<file path="config.mk">
export PLATFORM = sky130hd
export DESIGN_NAME = alarm_controller
export DESIGN_NICKNAME = d
export VERILOG_FILES = /design/src/rtl/clock_pkg.sv /design/src/rtl/bcd_field_inc.sv /design/src/rtl/alarm_controller.sv
export SDC_FILE = /design/constraint.sdc
export NUM_CORES = 1
export LEC_CHECK = 0
export ABC_AREA = 1
export ABC_CLOCK_PERIOD_IN_PS = 2100
export BUFFER_PORTS_ARGS = -buffer_cell sky130_fd_sc_hd__clkbuf_2
export CORE_AREA = 2 2 66 68
export DETAILED_ROUTE_END_ITERATION = 6
export DIE_AREA = 0 0 68 70
export PLACE_DENSITY = 0.79
export SETUP_SLACK_MARGIN = 0.02
export SLEW_MARGIN = 20
export SYNTH_ARGS = -nofsm -noshare
export SYNTH_HDL_FRONTEND = slang
export SYNTH_SLANG_ARGS = --single-unit
</file>
<file path="constraint.sdc">
create_clock -name i_Clock -period 2.1 [get_ports i_Clock]
set_clock_uncertainty 0.2 [all_clocks]
set_input_delay 0.42 -clock i_Clock [delete_from_list [all_inputs] [get_ports i_Clock]]
set_output_delay 0.42 -clock i_Clock [all_outputs]
set_load 0.01 [all_outputs]
</file>
<file path="src/rtl/clock_pkg.sv">
// Shared definitions for the alarm sequencer: state encoding, BCD limits,
// default ring/snooze durations and the alarm-time record.
package clock_pkg;

  typedef enum logic [2:0] {
    ST_OFF      = 3'd0,
    ST_SET_HOUR = 3'd1,
    ST_SET_MIN  = 3'd2,
    ST_ARMED    = 3'd3,
    ST_RINGING  = 3'd4,
    ST_SNOOZE   = 3'd5
  } alarm_state_t;

  localparam int HOUR_MAX           = 23;
  localparam int MIN_MAX            = 59;
  localparam int RING_SEC_DEFAULT   = 60;
  localparam int SNOOZE_SEC_DEFAULT = 300;

  // Alarm time as BCD digit fields, widths matching the display digits.
  typedef struct packed {
    logic [1:0] tens_hour;
    logic [3:0] units_hour;
    logic [2:0] tens_min;
    logic [3:0] units_min;
  } alarm_time_t;

  localparam alarm_time_t ALARM_RESET = '{
    tens_hour:  2'd0,
    units_hour: 4'd7,
    tens_min:   3'd0,
    units_min:  4'd0
  };

  // Display/indicator flags that depend only on the FSM state.
  typedef struct packed {
    logic       show;    // display mux selects alarm digits
    logic [1:0] digits;  // blink request {minute pair, hour pair}
    logic       armed;   // armed dot
  } ui_flags_t;

  function automatic ui_flags_t flags_of(input alarm_state_t s);
    ui_flags_t f;
    f = '0;
    case (s)
      ST_SET_HOUR: begin f.show = 1'b1; f.digits = 2'b01; end
      ST_SET_MIN:  begin f.show = 1'b1; f.digits = 2'b10; end
      ST_ARMED, ST_RINGING, ST_SNOOZE: f.armed = 1'b1;
      default: f = '0;
    endcase
    return f;
  endfunction

  function automatic int max_int(input int a, input int b);
    return (a > b) ? a : b;
  endfunction

endpackage

</file>
<file path="src/rtl/bcd_field_inc.sv">
// Combinational two-digit BCD increment that wraps to 00 past LIMIT.
module bcd_field_inc
  import clock_pkg::*;
#(
  parameter int TENS_W = 3,
  parameter int LIMIT  = MIN_MAX
) (
  input  logic [TENS_W-1:0] tens,
  input  logic [3:0]        units,
  output logic [TENS_W-1:0] tens_next,
  output logic [3:0]        units_next
);

  localparam logic [TENS_W-1:0] LIM_TENS  = TENS_W'(LIMIT / 10);
  localparam logic [3:0]        LIM_UNITS = 4'(LIMIT % 10);

  // Wrap at the limit, carry a units 9 into tens, otherwise bump units.
  always_comb begin
    tens_next  = tens;
    units_next = units + 4'd1;
    if (tens == LIM_TENS && units == LIM_UNITS) begin
      tens_next  = '0;
      units_next = '0;
    end else if (units == 4'd9) begin
      tens_next  = tens + 1'b1;
      units_next = '0;
    end
  end

endmodule

</file>
<file path="src/rtl/alarm_controller.sv">
// Alarm sequencer: holds the BCD alarm time, runs the set/arm/ring/snooze
// state machine and drives the display mux, blink request, armed dot and
// buzzer. RING_SEC and SNOOZE_SEC must both be at least 1.
module alarm_controller
  import clock_pkg::*;
#(
  parameter int RING_SEC   = RING_SEC_DEFAULT,
  parameter int SNOOZE_SEC = SNOOZE_SEC_DEFAULT
) (
  input  logic       i_Clock,
  input  logic       i_Reset,
  input  logic       i_Enable_1Hz,
  input  logic       i_Tone,
  input  logic       i_Button_Alarm,
  input  logic       i_Button_Up,
  input  logic       i_Time_Mode,
  input  logic [3:0] i_Units_Sec,
  input  logic [2:0] i_Tens_Sec,
  input  logic [3:0] i_Units_Min,
  input  logic [2:0] i_Tens_Min,
  input  logic [3:0] i_Units_Hour,
  input  logic [1:0] i_Tens_Hour,
  output logic       o_Show_Alarm,
  output logic [3:0] o_Alarm_Units_Min,
  output logic [2:0] o_Alarm_Tens_Min,
  output logic [3:0] o_Alarm_Units_Hour,
  output logic [1:0] o_Alarm_Tens_Hour,
  output logic [1:0] o_Display_Enable_Digits,
  output logic       o_Armed,
  output logic       o_Buzzer
);

  localparam int CNT_W = $clog2(max_int(RING_SEC, SNOOZE_SEC) + 1);
  localparam logic [CNT_W-1:0] RING_LOAD   = CNT_W'(RING_SEC);
  localparam logic [CNT_W-1:0] SNOOZE_LOAD = CNT_W'(SNOOZE_SEC);
  localparam logic [CNT_W-1:0] CNT_ONE     = CNT_W'(1);

  alarm_state_t     state;
  ui_flags_t        flags;
  alarm_time_t      alarm_q;
  logic [CNT_W-1:0] sec_cnt;
  logic             match;
  logic             match_d;
  logic             buzzer;

  logic [1:0] hour_tens_nx;
  logic [3:0] hour_units_nx;
  logic [2:0] min_tens_nx;
  logic [3:0] min_units_nx;

  bcd_field_inc #(.TENS_W(2), .LIMIT(HOUR_MAX)) u_hour_inc (
    .tens       (alarm_q.tens_hour),
    .units      (alarm_q.units_hour),
    .tens_next  (hour_tens_nx),
    .units_next (hour_units_nx)
  );

  // Minutes wrap on their own; there is no carry into the hour field.
  bcd_field_inc #(.TENS_W(3), .LIMIT(MIN_MAX)) u_min_inc (
    .tens       (alarm_q.tens_min),
    .units      (alarm_q.units_min),
    .tens_next  (min_tens_nx),
    .units_next (min_units_nx)
  );

  // Alarm time reached exactly at the top of the minute.
  assign match = (i_Tens_Hour  == alarm_q.tens_hour)  &&
                 (i_Units_Hour == alarm_q.units_hour) &&
                 (i_Tens_Min   == alarm_q.tens_min)   &&
                 (i_Units_Min  == alarm_q.units_min)  &&
                 (i_Tens_Sec   == 3'd0) && (i_Units_Sec == 4'd0);

  // Sequencer: state, registered UI flags, alarm digits, second counter,
  // match history and buzzer. Button checks precede the 1 Hz expiry so a
  // coinciding button press always wins; Alarm is tested before Up.
  always_ff @(posedge i_Clock or posedge i_Reset) begin
    if (i_Reset) begin
      state   <= ST_OFF;
      flags   <= '0;
      alarm_q <= ALARM_RESET;
      sec_cnt <= '0;
      match_d <= 1'b0;
      buzzer  <= 1'b0;
    end else begin
      match_d <= match;
      buzzer  <= (state == ST_RINGING) & i_Tone;
      case (state)
        ST_OFF: begin
          if (i_Button_Alarm && !i_Time_Mode) begin
            state <= ST_SET_HOUR;
            flags <= flags_of(ST_SET_HOUR);
          end
        end
        ST_SET_HOUR: begin
          // Entering time-set abandons editing but keeps what was edited.
          if (i_Time_Mode) begin
            state <= ST_OFF;
            flags <= flags_of(ST_OFF);
          end else if (i_Button_Alarm) begin
            state <= ST_SET_MIN;
            flags <= flags_of(ST_SET_MIN);
          end else if (i_Button_Up) begin
            alarm_q.tens_hour  <= hour_tens_nx;
            alarm_q.units_hour <= hour_units_nx;
          end
        end
        ST_SET_MIN: begin
          if (i_Time_Mode) begin
            state <= ST_OFF;
            flags <= flags_of(ST_OFF);
          end else if (i_Button_Alarm) begin
            state <= ST_ARMED;
            flags <= flags_of(ST_ARMED);
          end else if (i_Button_Up) begin
            alarm_q.tens_min  <= min_tens_nx;
            alarm_q.units_min <= min_units_nx;
          end
        end
        ST_ARMED: begin
          // Only a rising match rings, so arming inside the matching
          // second stays quiet for that minute.
          if (i_Button_Alarm && !i_Time_Mode) begin
            state <= ST_OFF;
            flags <= flags_of(ST_OFF);
          end else if (match && !match_d) begin
            state   <= ST_RINGING;
            flags   <= flags_of(ST_RINGING);
            sec_cnt <= RING_LOAD;
          end
        end
        ST_RINGING: begin
          if (i_Button_Alarm) begin
            state   <= ST_ARMED;
            flags   <= flags_of(ST_ARMED);
            sec_cnt <= '0;
          end else if (i_Button_Up) begin
            state   <= ST_SNOOZE;
            flags   <= flags_of(ST_SNOOZE);
            sec_cnt <= SNOOZE_LOAD;
          end else if (i_Enable_1Hz) begin
            if (sec_cnt == CNT_ONE) begin
              state   <= ST_ARMED;
              flags   <= flags_of(ST_ARMED);
              sec_cnt <= '0;
            end else begin
              sec_cnt <= sec_cnt - 1'b1;
            end
          end
        end
        ST_SNOOZE: begin
          if (i_Button_Alarm) begin
            state   <= ST_ARMED;
            flags   <= flags_of(ST_ARMED);
            sec_cnt <= '0;
          end else if (i_Enable_1Hz) begin
            if (sec_cnt == CNT_ONE) begin
              state   <= ST_RINGING;
              flags   <= flags_of(ST_RINGING);
              sec_cnt <= RING_LOAD;
            end else begin
              sec_cnt <= sec_cnt - 1'b1;
            end
          end
        end
        default: begin
          state <= ST_OFF;
          flags <= flags_of(ST_OFF);
        end
      endcase
    end
  end

  assign o_Show_Alarm            = flags.show;
  assign o_Display_Enable_Digits = flags.digits;
  assign o_Armed                 = flags.armed;
  assign o_Buzzer                = buzzer;
  assign o_Alarm_Tens_Hour       = alarm_q.tens_hour;
  assign o_Alarm_Units_Hour      = alarm_q.units_hour;
  assign o_Alarm_Tens_Min        = alarm_q.tens_min;
  assign o_Alarm_Units_Min       = alarm_q.units_min;

endmodule

</file>
======== Yosys cells after proc, flatten, opt, wreduce, memory -nomap -nowiden ========
Cells that the tools add are included.
storage, ports and cells
  register bits ........................... 31
  logic and storage cells ................. 114
  bits of input ports ..................... 27
  output and inout port bits .............. 18
operators by class
  reduce and logical (&&, ||, !) cells .... 24
  equal/unequal tests ..................... 25
  muxes and demuxes ....................... 46
  bitwise logic cells ..................... 3
  add/subtract/negate cells ............... 5
operator list
  operator                                                count
  two-way mux 9 bit                                       9
  two-way mux 4 bit                                       16
  two-way mux 3 bit                                       16
  case mux 9 bit (3 select lines)                         1
  case mux 4 bit (6 select lines)                         1
  case mux 3 bit (6 select lines)                         1
  inequality test 3 bit (second input constant)           5
  AND reduction 5 bit                                     3
  AND reduction 4 bit                                     3
  == test 3 bit (second input constant)                   3
  == test 9 x 1 -> 1 bit (second input constant)          1
  logical AND 1 bit                                       9
  subtractor 9 x 1 -> 9 bit (second input constant)       1
  adder 4 x 1 -> 4 bit (second input constant)            2
  == test 4 bit                                           2
  == test 4 bit (second input constant)                   2
  AND reduction 8 bit                                     1
  == test 3 x 2 -> 1 bit (second input constant)          2
  logical NOT 3 bit                                       2
  inequality test 2 bit (second input constant)           3
  == test 4 x 2 -> 1 bit (second input constant)          1
  logical NOT 4 bit                                       1
  two-way mux 2 bit                                       2
  inequality test 4 x 3 -> 1 bit (second input constant)  1
  12 further kinds                                        15

======== Longest topological paths before layout ========
Gate-level depths: netlist (run 1).
  depth after elaboration ................. 10
  mapped depth ............................ 12
  mapped depth without buffers ............ 12

======== By module ========
Synthesis (run 1) repeated with hierarchy kept, for this count alone.
second synthesis, totals
  cells, all modules ...................... 386
  area total of the unflattened synthesis .. 2457.4 um^2
modules (own cells, without submodules)
  module                       instances  area an instance (um^2)  cells each  sequential area each (um^2)
  alarm_controller             1          2065.7                   312         779.5
  bcd_field_inc at u_min_inc   1          210.2                    38          0.0
  bcd_field_inc at u_hour_inc  1          181.4                    36          0.0

======== Worst setup path before layout (run 1) ========
No wires, ideal clock.
  path kind ............................... register to register
  start point ............................. reg alarm_q (netlist bit o_Alarm_Units_Hour[0])
  end point ............................... reg sec_cnt[4]
  path slack .............................. 357 ps
  data arrival time ....................... 1424 ps
  setup time .............................. 118 ps
  clock period less this slack ............ 1743 ps
  required time ........................... 1782 ps
  path buffers ............................ 1
  stages on the path, launching flop included .. 13
  path through ............................ dfstp_2 > inv_2 > nand2_1 > nand2_1 > nor2_1 > nand2_1 > nor2_1 > nand3_1 > nand2_1 > nand2_1 > buf_6 > nand2_1 > o21ai_2
on the way
  cells in the longest elaborated chain, start to end .. 9
ends and longest elaborated chain
  item                                    RTL line                 RTL
  from (decl)                             alarm_controller.sv:40   alarm_time_t alarm_q;
  == test 4 bit                           alarm_controller.sv:68   (i_Units_Hour == alarm_q.units_hour) &&
  logical AND 1 bit                       alarm_controller.sv:67   assign match = (i_Tens_Hour == alarm_q.tens_hour) &&
  logical AND 1 bit                       alarm_controller.sv:68
  logical AND 1 bit                       alarm_controller.sv:69   (i_Tens_Min == alarm_q.tens_min) &&
  logical AND 1 bit                       alarm_controller.sv:70   (i_Units_Min == alarm_q.units_min) &&
  logical AND 1 bit                       alarm_controller.sv:71   (i_Tens_Sec == 3'd0) && (i_Units_Sec == 4'd0);
  logical AND 1 bit                       alarm_controller.sv:125  end else if (match && !match_d) begin
  inequality test 2 bit (no source line)  -
  AND reduction 5 bit (no source line)    -
  to (signal assigned)                    alarm_controller.sv:146  sec_cnt <= sec_cnt - 1'b1;
  to (signal assigned)                    alarm_controller.sv:161  sec_cnt <= sec_cnt - 1'b1;
  to (decl)                               alarm_controller.sv:41   logic [CNT_W-1:0] sec_cnt;
Every way passes these cells.
A chain may end at the register's enable or synchronous reset.

======== Final worst setup path (run 1) ========
  start point ............................. reg sec_cnt[1]
  end point ............................... reg state[1]
on the way
  cells in the longest elaborated chain, start to end .. 3
  elaborated cells on any way between the ends .. 4
  those cells by class .................... 3 x eq/ne; 1 x reduce/logical
ends and longest elaborated chain
  item                                                                                             RTL line                                          RTL
  == test 9 x 1 -> 1 bit *                                                                         alarm_controller.sv:141, alarm_controller.sv:156
  inequality test 4 x 3 -> 1 bit (no source line) / inequality test 3 bit (equally long branches)  -
  AND reduction 8 bit (no source line) *                                                           -
  to (signal assigned)                                                                             alarm_controller.sv:142                           state <= ST_ARMED;
  to (signal assigned)                                                                             alarm_controller.sv:157                           state <= ST_RINGING;
  to (signal assigned)                                                                             alarm_controller.sv:166                           state <= ST_OFF;
  to (decl)                                                                                        alarm_controller.sv:38                            alarm_state_t state;
Mark *: on every way between the ends. The rest lies on a longest branch, timed or not.

==> results of run 1 <==
==> critical path, delay by kind of cell (launching register included) <==
family / cells / cell delay, ps
compound gates: 1 / 270
fa+ha+maj: 1 / 200
buf+inv: 3 / 340
flops: 1 / 340
simple gates: 6 / 470
==> area by class of cell <==
cell class	count	area (µm²)
clock buffers	7	86.3
clock inverters	1	5.00
fillers	387	1530
inverters	58	220
multi-input cells	239	1180
flip-flops and latches	31	779
well taps	52	65.1
repair buffers	52	283
==> placed cells by master, fill, tap and decap left out, types with 2 or more instances in the layout <==
master    instances
nand2_1         102
clkbuf_2         44
inv_1            36
nor2_1           33
dfrtp_1          28
inv_2            20
nand3_1          17
a21oi_1          11
o21ai_1          11
nand4_1           9
o21ai_0           8
nor3_1            7
buf_4             7
nor2_2            6
ha_1              6
clkbuf_8          6
xor2_1            4
o21ai_2           3
dfstp_2           3
xnor2_1           2
nand3_2           2
nand2_2           2
o211ai_1          2
nor4_1            2
or2_2             2
==> stage by stage <==
step	cells	utilization [%]	total power (W)	hold slack, ps	worst slack [ps]
2_1_floorplan	330	-	0.00198	259	357
3_3_place_gp	429	59.8	0.00231	279	167
3_5_place_dp	429	59.8	0.00235	285	77.9
4_1_cts	438	62.3	0.00284	184	44.9
5_1_grt	440	63.1	0.00316	185	10.2
6_report	440	63.1	0.00289	188	153
==> how the worst min path moves through the flow <==
stage,endpoint,slack (ps),depth (start not counted),start
2_1_floorplan,sec_cnt[1],260,2,sec_cnt[1]
5_1_grt,o_Buzzer,190,2,i_Tone
4_1_cts,o_Buzzer,180,2,i_Tone
3_5_place_dp,sec_cnt[1],280,2,sec_cnt[1]
6_report,o_Buzzer,190,2,i_Tone
3_3_place_gp,sec_cnt[1],280,2,sec_cnt[1]
==> flip-flops by register name, indices dropped and copies added, names as in the netlist <==
signal                   flops
sec_cnt                      9
o_Alarm_Units_Hour           4
o_Alarm_Units_Min            4
o_Alarm_Tens_Min             3
state                        3
o_Alarm_Tens_Hour            2
o_Display_Enable_Digits      2
match_d                      1
o_Armed                      1
o_Buzzer                     1
o_Show_Alarm                 1
==> power by group <==
part / internal [W] / leakage, nW / switching (W)
logic: 0.000537 / 1.00 / 0.000863
registers: 0.000800 / 0.378 / 0.000208
clock network: 0.000264 / 0.0482 / 0.000219
==> layer usage <==
| layer | vias up | track usage, % |
|---|---|---|
| met5 | - | 0 |
| met4 | 0 | 10.4 |
| met3 | 11 | 5.64 |
| met2 | 63 | 35.6 |
| met1 | 995 | 29.5 |
| li1 | 1161 | - |
==> timing repair <==
action                                 CTS  global route
endpoints found under the hold margin    7             0
hold buffers                             1             0
gates resized for setup                  0             6
setup endpoints to repair                0            12
setup buffers                            0             2
==> logic make-up after synthesis <==
kind of cell | Yosys count | share of synthesized area, %
fa+ha+maj | 6 | 3.46
xor+xnor | 6 | 2.42
flops | 31 | 35.9
simple gates | 186 | 36.6
buf+inv | 60 | 10.8
compound gates | 41 | 10.8
==> flow_metrics.tcl, run 1 <==
set metrics [dict create \
    wl_met1_mm 2.21 \
    gp_congestion 0.900 \
    yosys_warnings 0 \
    path_clk_slew_ps 70 \
    slew_violations 0 \
    slew_headroom_pct 73.3 \
    cp-startpoint "sec_cnt[1]" \
    powerDensity_nw_per_um2 1110 \
    num_vias 2230 \
    synth_top_cell_area_share_pct 32.3 \
    synth_area_leader_cell "dfrtp_1" \
    pin_count 45 \
    grt_max_degree 32 \
    hpwl_mm 3.89 \
    antenna_left 0 \
    final.period_utilization_pct 92.7 \
    core_area_um2 4140 \
    drt_wl_total_mm 5.01 \
    antenna_found_initial 0 \
    critPathCaptureType "flip-flop" \
    drcViolationCount 0 \
    fin_tns_setup_ps 0 \
    async_reset_ff_share_pct 100 \
    cts_tree "built" \
    fin_nets 420 \
    synth_edf_count 0 \
    power.leakage_nw 1.43 \
    wl_met2_mm 2.41 \
    insertion_delay_ps 290 \
    synth.most_common_cell "nand2_1" \
    drt-wirelength-per-cell_um 11.4 \
    route.met3.wl_um 295 \
    fin_area_um2 2620 \
    drt-initial-drc-count 121 \
    clock.fmax_mhz 514 \
    avgSynthCellArea_um2 6.58 \
    r2r_slack_ps 150 \
    grtUsageTotal_pct 22.9 \
    dpl_cell_area_um2 2480 \
    setup_viol_count_final 0 \
    crit_required_ps 2080 \
    grt_overflow 0 \
    dr.max_layer_used "met4" \
    ys_seq_elements 31 \
    cts_buffers 5 \
    run_status "complete, no violations" \
    synthTopCellsByCount "103 x nand2_1, 36 x inv_1, 35 x nor2_1" \
    crit_type "reg2reg" \
    finalHoldViolCount 0 \
    dieArea_um2 4760 \
    yosysSeqAreaShare_pct 35.9 \
    synth_cells 330 \
    drive_gt1_share_pct 25.8 \
    clock_path_buffers 2 \
    syn_nets 363 \
    die_w_um 68 \
    dr.pass1.iters 5 \
    synth_area_um2 2170 \
    maxCapViolations 0 \
    cpMaxStageDelayCell "dfrtp_1" \
    grt_pass1_wl_mm 8.35 \
    ctsHtreeMaxLevel 2 \
    cp_data_arrival_time_ps 1920 \
    synth_flop_cell "dfrtp_1" \
    hold_path_class "in2reg" \
    ys_top_cells_by_area "dfrtp_1 32%, nand2_1 18%, inv_1 6.2%" \
    rsz0062_at_grt "yes" \
    crit_path_end "state[1]" \
    r2r_cells 11 \
    cp-start-kind "flip-flop" \
    slowest_delay_ps 340 \
    critPathMaxFanout 5 \
    portBuffers 44 \
    initial_core_util_pct 52.4 \
    r2r_start "sec_cnt[1]" \
    crit_chain "inv_1, ha_1, nand2_1, nor2_2, nand2_2, clkinv_1, a21oi_2, nor2_2, buf_4, nand4_1, nand2_1" \
    synthToLayoutAreaGrowth_pct 20.4 \
    ys_types 34 \
    fin_crit_ps 1950 \
    routed_via_density 5.07 \
    std_cell_rows 24 \
    n_antenna_cell 0 \
    root_buffer "clkbuf_8" \
    chipHeight_um 70 \
    cts.sinks 31 \
    vdd_drop_max_uv 688 \
    worst_slew_pin_slew_ps 401 \
    grt_pass1_vias 2013 \
    r2r-end "state[1]" \
]
Power figures use the tool's default switching activity.
==> run 2: changes to the inputs <==
--- a/config.mk
+++ b/config.mk
@@ -6,12 +6,12 @@
 export NUM_CORES = 1
 export LEC_CHECK = 0
 export ABC_AREA = 1
-export ABC_CLOCK_PERIOD_IN_PS = 2100
+export ABC_CLOCK_PERIOD_IN_PS = 2510
 export BUFFER_PORTS_ARGS = -buffer_cell sky130_fd_sc_hd__clkbuf_2
-export CORE_AREA = 2 2 66 68
+export CORE_AREA = 2 2 64 66
 export DETAILED_ROUTE_END_ITERATION = 6
-export DIE_AREA = 0 0 68 70
-export PLACE_DENSITY = 0.79
+export DIE_AREA = 0 0 66 68
+export PLACE_DENSITY = 0.83
 export SETUP_SLACK_MARGIN = 0.02
 export SLEW_MARGIN = 20
 export SYNTH_ARGS = -nofsm -noshare
==> constraint.sdc (replaced) <==
create_clock -name i_Clock -period 2.51 [get_ports i_Clock]
set_clock_uncertainty 0.2 [all_clocks]
set_input_delay 0.502 -clock i_Clock [delete_from_list [all_inputs] [get_ports i_Clock]]
set_output_delay 0.502 -clock i_Clock [all_outputs]
set_load 0.01 [all_outputs]
==> run 2 against run 1 <==
  * Cell area is 2.6% lower
  * Sequential share of layout area rose by 0.81 points
  * Sequential power is 15% lower
  * Combinational power is 24% lower
  * Power is 18% lower
  * Highest routed layer unchanged
==> flow_metrics.tcl, run 2 (synthesis results as in run 1) <==
set metrics [dict create \
    n_antenna_cell 0 \
    wl_met1_mm 2.11 \
    critPathMaxFanout 11 \
    dr.pass1.iters 4 \
    antenna_left 0 \
    cts_buffers 5 \
    routed_via_density 5.06 \
    setup_slack_ps 454 \
    num_vias 2179 \
    cts.sinks 31 \
    pin_count 45 \
    clock_path_buffers 2 \
    dieArea_um2 4490 \
    std_cell_rows 23 \
    synthToLayoutAreaGrowth_pct 17.2 \
    hold_path_class "in2async" \
    hpwl_mm 3.72 \
    grtUsageTotal_pct 23.8 \
    path_clk_slew_ps 70 \
    holdWs_ps 62.9 \
    final.period_utilization_pct 81.9 \
    fin_tns_setup_ps 0 \
    ctsHoldBuffers 0 \
    slew_violations 0 \
    worst_slew_pin_slew_ps 395 \
    vdd_drop_max_uv 583 \
    drcViolationCount 0 \
    critPathCaptureType "flip-flop" \
    clock.fmax_mhz 486 \
    pre_cts_slack_ps 415 \
    power.leakage_nw 1.39 \
    core_area_um2 3860 \
    insertion_delay_ps 290 \
    cts_post_setup_buffers_inserted 0 \
    fin_crit_ps 2060 \
    portBuffers 44 \
    initial_core_util_pct 56.3 \
    cts_tree "built" \
    dr.max_layer_used "met4" \
    antenna_found_initial 0 \
    nFillCells 365 \
    layout_commonest_cell "nand2_1" \
    cp-start-kind "flip-flop" \
    grt_overflow 0 \
    grt_pass1_vias 1991 \
    slew_headroom_pct 73.7 \
    largest_register_ffs 9 \
    route.met3.wl_um 263 \
    maxCapViolations 0 \
    chipHeight_um 68 \
    ctsHtreeMaxLevel 2 \
    powerDensity_nw_per_um2 929 \
    drive_gt1_share_pct 23.6 \
    crit_required_ps 2520 \
    finalHoldViolCount 0 \
    grt_max_degree 32 \
    top_register "sec_cnt" \
    fin_nets 413 \
    run_status "complete, no violations" \
    rsz0062_at_grt "no" \
    drt-initial-drc-count 118 \
    root_buffer "clkbuf_8" \
    setup_viol_count_final 0 \
    gp_congestion 0.908 \
    grt_pass1_wl_mm 8.10 \
    cts_resized 0 \
    drt_wl_total_mm 4.77 \
    crit_type "reg2reg" \
    layout_common_cells "103 x nand2_1, 44 x clkbuf_2, 36 x inv_1, 35 x nor2_1, 28 x dfrtp_1" \
    wl_met2_mm 2.29 \
    cp_data_arrival_time_ps 2070 \
    drt-wirelength-per-cell_um 11.1 \
    die_w_um 66 \
]
[run 2: metal layers]
metal  track usage, %  up-vias
met3             7.57       10
li1                 -     1144
met5                0        -
met2             38.8       55
met4             10.5        0
met1             29.1      970
[run 2: stage by stage]
| step | util, % | cells | power, W | instance area [µm²] |
|---|---|---|---|---|
| after floorplan | - | 330 | 0.00166 | 2170 |
| after global placement | 63.4 | 423 | 0.00190 | 2450 |
| after detailed placement | 63.4 | 423 | 0.00193 | 2450 |
| after CTS | 66.0 | 431 | 0.00238 | 2550 |
| after global routing | 66.0 | 431 | 0.00260 | 2550 |
| final | 66.0 | 431 | 0.00237 | 2550 |
[run 2: final timing paths]
check | start | end | slack [ps] | cells after the start
worst min-delay path | i_Reset | o_Alarm_Tens_Min[1] | 60 | 3
worst min register to register | o_Show_Alarm | o_Show_Alarm | 310 | 2
min in group i_Clock | i_Tone | o_Buzzer | 280 | 2
worst max register to register | o_Alarm_Units_Hour[0] | sec_cnt[6] | 450 | 12
max in group asynchronous | i_Reset | o_Alarm_Units_Hour[2] | 1710 | 3
worst max-delay path | o_Alarm_Units_Hour[0] | sec_cnt[6] | 450 | 12
[run 2: critical path: stages (launching register included)]
cell     delay (ps)
dfstp_2         600
inv_2            50
nand2_1          50
nand2_1          50
nor2_1           80
nand2_1          90
nor2_1          100
nand3_1         110
nand2_1          70
nand2_1         220
inv_2           200
nand2_1          60
o21ai_1          80
[run 2: report_power, final]
| group | switching [W] | leakage, nW | internal (W) | total (W) |
|---|---|---|---|---|
| logic | 0.000668 | 0.964 | 0.000402 | 0.00107 |
| registers | 0.000190 | 0.378 | 0.000669 | 0.000859 |
| clock network | 0.000188 | 0.0515 | 0.000250 | 0.000438 |
[run 2: cell type report]
type	count	area (µm²)	area share (%)
repair buffers	45	228	8.94
flip-flops and latches	31	779	30.6
multi-input cells	239	1160	45.5
well taps	50	62.6	2.46
inverters	58	218	8.55
clock buffers	8	100	3.93
